[src/rtl/rvvi_ack_responder.sv]
// rvvi_ack_responder: filters RVVI trace frames from the MAC RX stream and returns ack frames on the TX stream; define RVVI_ACK_SEQCHECK_EN to enable frame-count sequence checking
module rvvi_ack_responder #(
    parameter int FRAME_COUNT_WIDTH = 64,
    parameter int ACK_WORDS = 7
) (
    input  logic        clk,
    input  logic        reset,
    input  logic [31:0] RvviAxiRdata,
    input  logic [3:0]  RvviAxiRstrb,
    input  logic        RvviAxiRvalid,
    input  logic        RvviAxiRlast,
    output logic [31:0] AckAxiWdata,
    output logic [3:0]  AckAxiWstrb,
    output logic        AckAxiWvalid,
    output logic        AckAxiWlast,
    input  logic        AckAxiWready,
    input  logic [47:0] HostMac,
    input  logic [15:0] EthType,
    input  logic [15:0] AckType,
    input  logic [31:0] InterPacketDelay,
    output logic [31:0] AckCount,
    output logic [31:0] DropCount,
    output logic        SeqError
);
    localparam logic [2:0] LastWord = 3'(ACK_WORDS - 1);
    typedef enum logic {Idle, Send} TxState;
    function automatic logic [31:0] byteSwap(input logic [31:0] v);
        return {v[7:0], v[15:8], v[23:16], v[31:24]};
    endfunction
    logic [2:0] rxCount;
    logic [31:0] rxWord0, rxWord1, rxWord2, rxWord4, rxWord5;
    logic [15:0] rxTypeWord;
    logic [3:0] rxStrb5;
    logic [31:0] word5Now, swap0, swap1, swap2;
    logic [3:0] strb5Now;
    logic [47:0] rxDst, rxSrc;
    logic [15:0] rxType;
    logic [FRAME_COUNT_WIDTH-1:0] rxFrameCount;
    logic frameEnd, accept;
    logic pending;
    logic [47:0] slotMac, snapMac;
    logic [FRAME_COUNT_WIDTH-1:0] slotCount, snapCount;
    TxState state, nextState;
    logic [2:0] txIndex;
    logic startTx, beatDone;
    logic [31:0] txWords [8];
    // RX word position: saturates past the header, restarts after every last beat
    always_ff @(posedge clk) begin
        if (reset) rxCount <= '0;
        else if (RvviAxiRvalid) rxCount <= RvviAxiRlast ? 3'd0 : (rxCount == 3'd6 ? rxCount : rxCount + 3'd1);
    end
    // Header word capture; only the EtherType half of word 3 matters
    always_ff @(posedge clk) begin
        if (RvviAxiRvalid) begin
            if (rxCount == 3'd0) rxWord0 <= RvviAxiRdata;
            if (rxCount == 3'd1) rxWord1 <= RvviAxiRdata;
            if (rxCount == 3'd2) rxWord2 <= RvviAxiRdata;
            if (rxCount == 3'd3) rxTypeWord <= RvviAxiRdata[15:0];
            if (rxCount == 3'd4) rxWord4 <= RvviAxiRdata;
            if (rxCount == 3'd5) begin
                rxWord5 <= RvviAxiRdata;
                rxStrb5 <= RvviAxiRstrb;
            end
        end
    end
    // Header decode; word 5 may still be on the bus when a 6-word frame ends
    always_comb begin
        word5Now = rxCount == 3'd5 ? RvviAxiRdata : rxWord5;
        strb5Now = rxCount == 3'd5 ? RvviAxiRstrb : rxStrb5;
        swap0 = byteSwap(rxWord0);
        swap1 = byteSwap(rxWord1);
        swap2 = byteSwap(rxWord2);
        rxDst = {swap0, swap1[31:16]};
        rxSrc = {swap1[15:0], swap2};
        rxType = {rxTypeWord[7:0], rxTypeWord[15:8]};
        rxFrameCount = {word5Now, rxWord4};
        frameEnd = RvviAxiRvalid & RvviAxiRlast;
        accept = frameEnd && rxCount >= 3'd5 && rxDst == HostMac && rxType == EthType && strb5Now == 4'hF;
        startTx = state == Idle && pending;
        beatDone = state == Send && AckAxiWready;
    end
    // Pending flag and drop counter; a new accept wins over the snapshot clear
    always_ff @(posedge clk) begin
        if (reset) begin
            pending <= 1'b0;
            DropCount <= '0;
        end else begin
            pending <= accept | (pending & ~startTx);
            if (frameEnd && !accept) DropCount <= DropCount + 32'd1;
        end
    end
    // Pending slot (newest frame wins) and TX snapshot taken from the old slot value
    always_ff @(posedge clk) begin
        if (accept) begin
            slotMac <= rxSrc;
            slotCount <= rxFrameCount;
        end
        if (startTx) begin
            snapMac <= slotMac;
            snapCount <= slotCount;
        end
    end
    // TX state register
    always_ff @(posedge clk) begin
        state <= reset ? Idle : nextState;
    end
    // TX next state: leave SEND only after the last word is accepted
    always_comb begin
        nextState = state == Idle ? (pending ? Send : Idle) : (AckAxiWready && txIndex == LastWord ? Idle : Send);
    end
    // TX word index and completed-ack counter
    always_ff @(posedge clk) begin
        if (reset) begin
            txIndex <= '0;
            AckCount <= '0;
        end else begin
            txIndex <= startTx ? 3'd0 : (beatDone ? txIndex + 3'd1 : txIndex);
            if (beatDone && txIndex == LastWord) AckCount <= AckCount + 32'd1;
        end
    end
    // TX outputs: ack words built from registered snapshot, so they hold while stalled
    always_comb begin
        txWords[0] = byteSwap(snapMac[47:16]);
        txWords[1] = byteSwap({snapMac[15:0], HostMac[47:32]});
        txWords[2] = byteSwap(HostMac[31:0]);
        txWords[3] = byteSwap({EthType, AckType});
        txWords[4] = snapCount[31:0];
        txWords[5] = snapCount[63:32];
        txWords[6] = InterPacketDelay;
        txWords[7] = '0;
        AckAxiWvalid = state == Send;
        AckAxiWdata = AckAxiWvalid ? txWords[txIndex] : '0;
        AckAxiWstrb = AckAxiWvalid ? 4'hF : 4'h0;
        AckAxiWlast = AckAxiWvalid && txIndex == LastWord;
    end
`ifdef RVVI_ACK_SEQCHECK_EN
    logic [FRAME_COUNT_WIDTH-1:0] prevCount;
    logic havePrev;
    // Sticky sequence check; the first accepted frame after reset only seeds the history
    always_ff @(posedge clk) begin
        if (reset) begin
            havePrev <= 1'b0;
            SeqError <= 1'b0;
        end else if (accept) begin
            havePrev <= 1'b1;
            prevCount <= rxFrameCount;
            if (havePrev && rxFrameCount != prevCount + 1'b1) SeqError <= 1'b1;
        end
    end
`else
    assign SeqError = 1'b0;
`endif
endmodule
[config.mk]
export PLATFORM = sky130hd
export DESIGN_NAME = rvvi_ack_responder
export DESIGN_NICKNAME = d
export VERILOG_FILES = /design/src/rtl/rvvi_ack_responder.sv
export SDC_FILE = /design/constraint.sdc
export NUM_CORES = 1
export LEC_CHECK = 0
export ABC_AREA = 1
export BUFFER_PORTS_ARGS = -buffer_cell sky130_fd_sc_hd__buf_2
export CAP_MARGIN = 15
export CORE_ASPECT_RATIO = 0.9
export CORE_MARGIN = 2
export CORE_UTILIZATION = 40
export CTS_CLUSTER_DIAMETER = 120
export CTS_CLUSTER_SIZE = 30
export DETAILED_ROUTE_END_ITERATION = 8
export PLACE_DENSITY_LB_ADDON = 0.3
export REMOVE_ABC_BUFFERS = 1
export SYNTH_ARGS = -nofsm -noshare
export SYNTH_HDL_FRONTEND = slang
export SYNTH_SLANG_ARGS = --single-unit
[constraint.sdc]
create_clock -name clk -period 19.7 [get_ports clk]
set_clock_uncertainty 0.2 [all_clocks]
set_input_delay 3.94 -clock clk [delete_from_list [all_inputs] [get_ports clk]]
set_output_delay 3.94 -clock clk [all_outputs]
set_load 0.01 [all_outputs]
=== Word-level counts from Yosys, hierarchy flattened ===
Index checks and enable logic that the tools add are counted.
W data, S select, Z words.

* Muxes and demuxes: 12
* Bitwise operators: 6
* Add/subtract/negate cells: 4
* Reduce and logical (&&, ||, !) cells: 19
* Eq/ne operators: 11
* Magnitude comparators: 2

{| class="wikitable"
|+ Operator list
! kind !! number
|-
| $mux W32 || 4
|-
| $bmux W32 S3 || 1
|-
| $add A32 B1 Y32 const B || 2
|-
| $eq A48 B48 Y1 || 1
|-
| $eq A16 B16 Y1 || 1
|-
| $eq A3 B3 Y1 const B || 4
|-
| $reduce_and A2 Y1 || 6
|-
| $logic_and A1 B1 Y1 || 10
|-
| $mux W4 || 2
|-
| $add A3 B1 Y3 const B || 2
|-
| $eq A3 B2 Y1 const B || 2
|-
| $mux W3 || 2
|-
| $eq A4 B4 Y1 const B || 1
|-
| $ge A4 B4 Y1 const B || 1
|-
| $not A3 Y4 || 1
|-
| $eq A3 B1 Y1 const B || 1
|-
| $ge A3 B3 Y1 const B || 1
|-
| $logic_not A3 Y1 || 1
|-
| $mux W1 || 3
|-
| $and A1 B1 Y1 || 2
|-
| $ne A2 B2 Y1 const B || 1
|-
| $not A1 Y1 || 2
|-
| $reduce_or A2 Y1 || 1
|-
| $logic_not A1 Y1 || 1
|-
| $or A1 B1 Y1 || 1
|}

* Register bits after elaboration: 476
* Input port bits: 153
* Word-level logic and storage cells: 71

=== Longest topological paths before layout ===
* Depth after elaboration: 7
* Mapped depth: 16

=== Worst setup path after synthesis ===
OpenSTA, ideal clock, no wires.

* Path kind: input to output
* From: input HostMac[25]
* To: output AckAxiWdata[1]
* Arrival time: 4.446 ns
* Cell stages on the path: 6
* Path slack: 11.114 ns
* Required time: 15.560 ns
* Buffers on the path: 0
* Cell sequence: inv_1 a21oi_1 o21ai_0 o21ai_0 nand3_1 o21ai_0

* Word-level cells in the longest chain between the ends: 4

{| class="wikitable"
|+ Ends and longest elaborated chain
! what !! line !! text
|-
| from (decl) || 17 || <nowiki>input logic [47:0] HostMac,</nowiki>
|-
| $bmux W32 S3 || 132 || <nowiki>AckAxiWdata = AckAxiWvalid ? txWords[txIndex] : '0;</nowiki>
|-
| $mux W32 (implied by the code) (2 in a row) || 132 ||
|-
| $mux W32 || 132 ||
|-
| to (decl) || 12 || <nowiki>output logic [31:0] AckAxiWdata,</nowiki>
|}

Every way passes these cells. The select of a mux whose other input is x is not followed.

=== Final worst setup path ===
* From: input HostMac[17]
* To: output AckAxiWdata[9]

The elaborated chain is that of the path after synthesis.

==> flow_summary.ini <==
[logic_synthesis]
synth_area_um2 = 20100
synth_top_area_frac = 0.603
postSynthAreaPerCell_um2 = 10.4
netlist_instances = 1928
yosysWarnings = 0
ys_types = 39
synth_top_area_cell = edfxtp_1
yosysSeqAreaShare = 0.675
synth.area.top_cells = edfxtp_1 60%, nand2_1 8.5%, dfxtp_1 7.2%
ys_ff_latch = 476

[clock_tree]
clk_latency_ps = 570
root_buffer = clkbuf_16
cts_max_level = 1
cts_tree = done
hold_buffers = 0
clk_pin_slew_ps = 130
clockBufferDepth = 3
cts_buffers = 19
post_cts_buffers = 0
cts_num_sinks = 476
cts-resized-gates = 0

[critical_path]
path_class = in -> out
cp_max_fo = 2
crit_required_ps = 15560
start_kind = input pin
cp.arrival_ps = 5010
endpoint_kind = primary output

[place]
port_buffers = 254
finalWeightedCongestion = 0.917
placed_area_um2 = 22100
dpl.hpwl_mm = 38.9
dp_slack_ps = 10540

[timing]
hold_violations = 0
slew_headroom = 0.227
min_period_ps = 9150
fin_crit_sh = 0.464
finalSetupViolations = 0
rsz0062_at_grt = false
tightest_slew_ps = 1160
max_freq_ghz = 0.109
tns_ps = 0
drv_slew = 0
postLayoutSetupSlackWorst_ps = 10550

[grt]
grt_pass1_wl_mm = 84.5
antenna_found_initial = 8
grt_pass1_vias = 13790
gr-total-overflow = 0
grt_max_degree = 81
grt_usage = 0.216

[cells_and_area]
drive_gt1_frac = 0.154
final_common_cell = nand2_1
nets = 2312
final_cell_mix = 457 x nand2_1, 404 x edfxtp_1, 254 x buf_2
utilization = 0.459
final_cell_area_um2 = 22700
syn_to_final_growth_pct = 12.8

[drt]
wire_per_inst_um = 20.1
vias_per_cell = 5.16
drt_iter0_markers = 1534
vias = 14656
firstDrtPassIters = 5
postRouteAntennaNets = 0
routed_wirelength_mm = 57.2
drcViolationCount = 0

[outcome]
outcome = finished, final reports clean

[power]
leakage_nw = 9.00
power_density_nw_per_um2 = 74.4
ir_drop_v = 0.0000487
fin_total_pwr_mw = 1.69

[floorplan]
die_area_um2 = 52100
core-area_um2 = 49400
die_w_um = 240
fp.dieH_um = 217
io_pins = 256
start_util = 0.407
rows = 77

[run]
drv_cap = 0

[min_path]
hp-class = reg -> reg
-- where the power goes --
part / internal (mW) / switching, mW
Sequential: 1.10 / 0.00517
Clock: 0.199 / 0.301
Combinational: 0.0255 / 0.0591
-- cell type report --
cell class                 instances  area [µm²]
clock buffer                      32         524
sequential                       476       13600
timing repair buffer             272        1420
fill                            4638       26700
tap                              671         840
antenna                            8        20.0
multi-input combinational       1186        5540
inverter                         195         737
clock inverter                     1        30.0
-- flip-flops by register name (all words and copies together), names as in the netlist, 4 cells and up --
name,flops
rxWord2,32
slotCount,64
rxWord0,32
AckCount,32
snapMac,48
rxStrb5,4
slotMac,48
DropCount,32
rxWord5,32
rxWord4,32
snapCount,64
rxTypeWord,16
rxWord1,32
-- cells by family (layout without fill, tap and decap cells) --
logic type               Yosys count  after routing  share of synthesized area
AO/OA/AOI/OAI                    308            308                     0.0842
buffers and inverters            266            500                     0.0520
AND/OR/NAND/NOR                  850            850                      0.175
other                              1              9                   0.000186
XOR/XNOR                          18             18                    0.00784
adder cells (fa/ha/maj)            9              9                    0.00560
flip-flops                       476            476                      0.675
-- critical path, stage by stage --
cell and delay [ps]:
buf_2 90, inv_1 50, a21oi_1 120, o21ai_0 160, o21ai_0 170, nand3_1 120
o21ai_0 170, buf_2 190
-- synthesized netlist by cell type, drive strengths merged --
| library cell | n |
|---|---|
| nand2 | 460 |
| o21ai | 168 |
| clkinv | 1 |
| buf | 16 |
| ha | 9 |
| a2bb2oi | 32 |
| a211oi | 3 |
| nor2 | 238 |
| xor2 | 12 |
| inv | 194 |
| clkbuf | 55 |
| nand3 | 96 |
| nor4 | 1 |
| xnor2 | 6 |
| dfxtp | 72 |
| a221oi | 1 |
| or3 | 1 |
| nand3b | 2 |
| and2 | 2 |
| nor3 | 28 |
| a21oi | 100 |
| edfxtp | 404 |
| o21a | 4 |
| and3 | 1 |
| or2 | 2 |
| nand4 | 19 |
| conb | 1 |
-- per-stage QoR --
| step | hold WS, ps | std cells |
|---|---|---|
| CTS | 227 | 2832 |
| detailed placement | 205 | 2799 |
| floorplan | 200 | 1857 |
| finish | 212 | 2841 |
| global route | 228 | 2838 |
| global placement | 201 | 2799 |
-- worst paths after layout --
path                                              start                 endpoint  slack (ps)  cells past startpoint
worst min-delay path              rxWord4[19]$_DFFE_PP_  slotCount[19]$_DFFE_PP_         210                      0
worst max-delay path                        HostMac[17]           AckAxiWdata[9]       10550                      8
worst min register to register    rxWord4[19]$_DFFE_PP_  slotCount[19]$_DFFE_PP_         210                      0
worst max register to register  rxCount[0]$_SDFFE_PP0P_    slotMac[21]$_DFFE_PP_       14520                     12
-- routing by layer --
metal | up-vias | global-route usage | part of all wire
met5 | - | 0 | 0.00047
met4 | 4 | 0.0451 | 0.020
met3 | 70 | 0.0284 | 0.070
met2 | 557 | 0.354 | 0.47
met1 | 7075 | 0.309 | 0.44
li1 | 6950 | - | -
(Power assumes the default switching activity.)
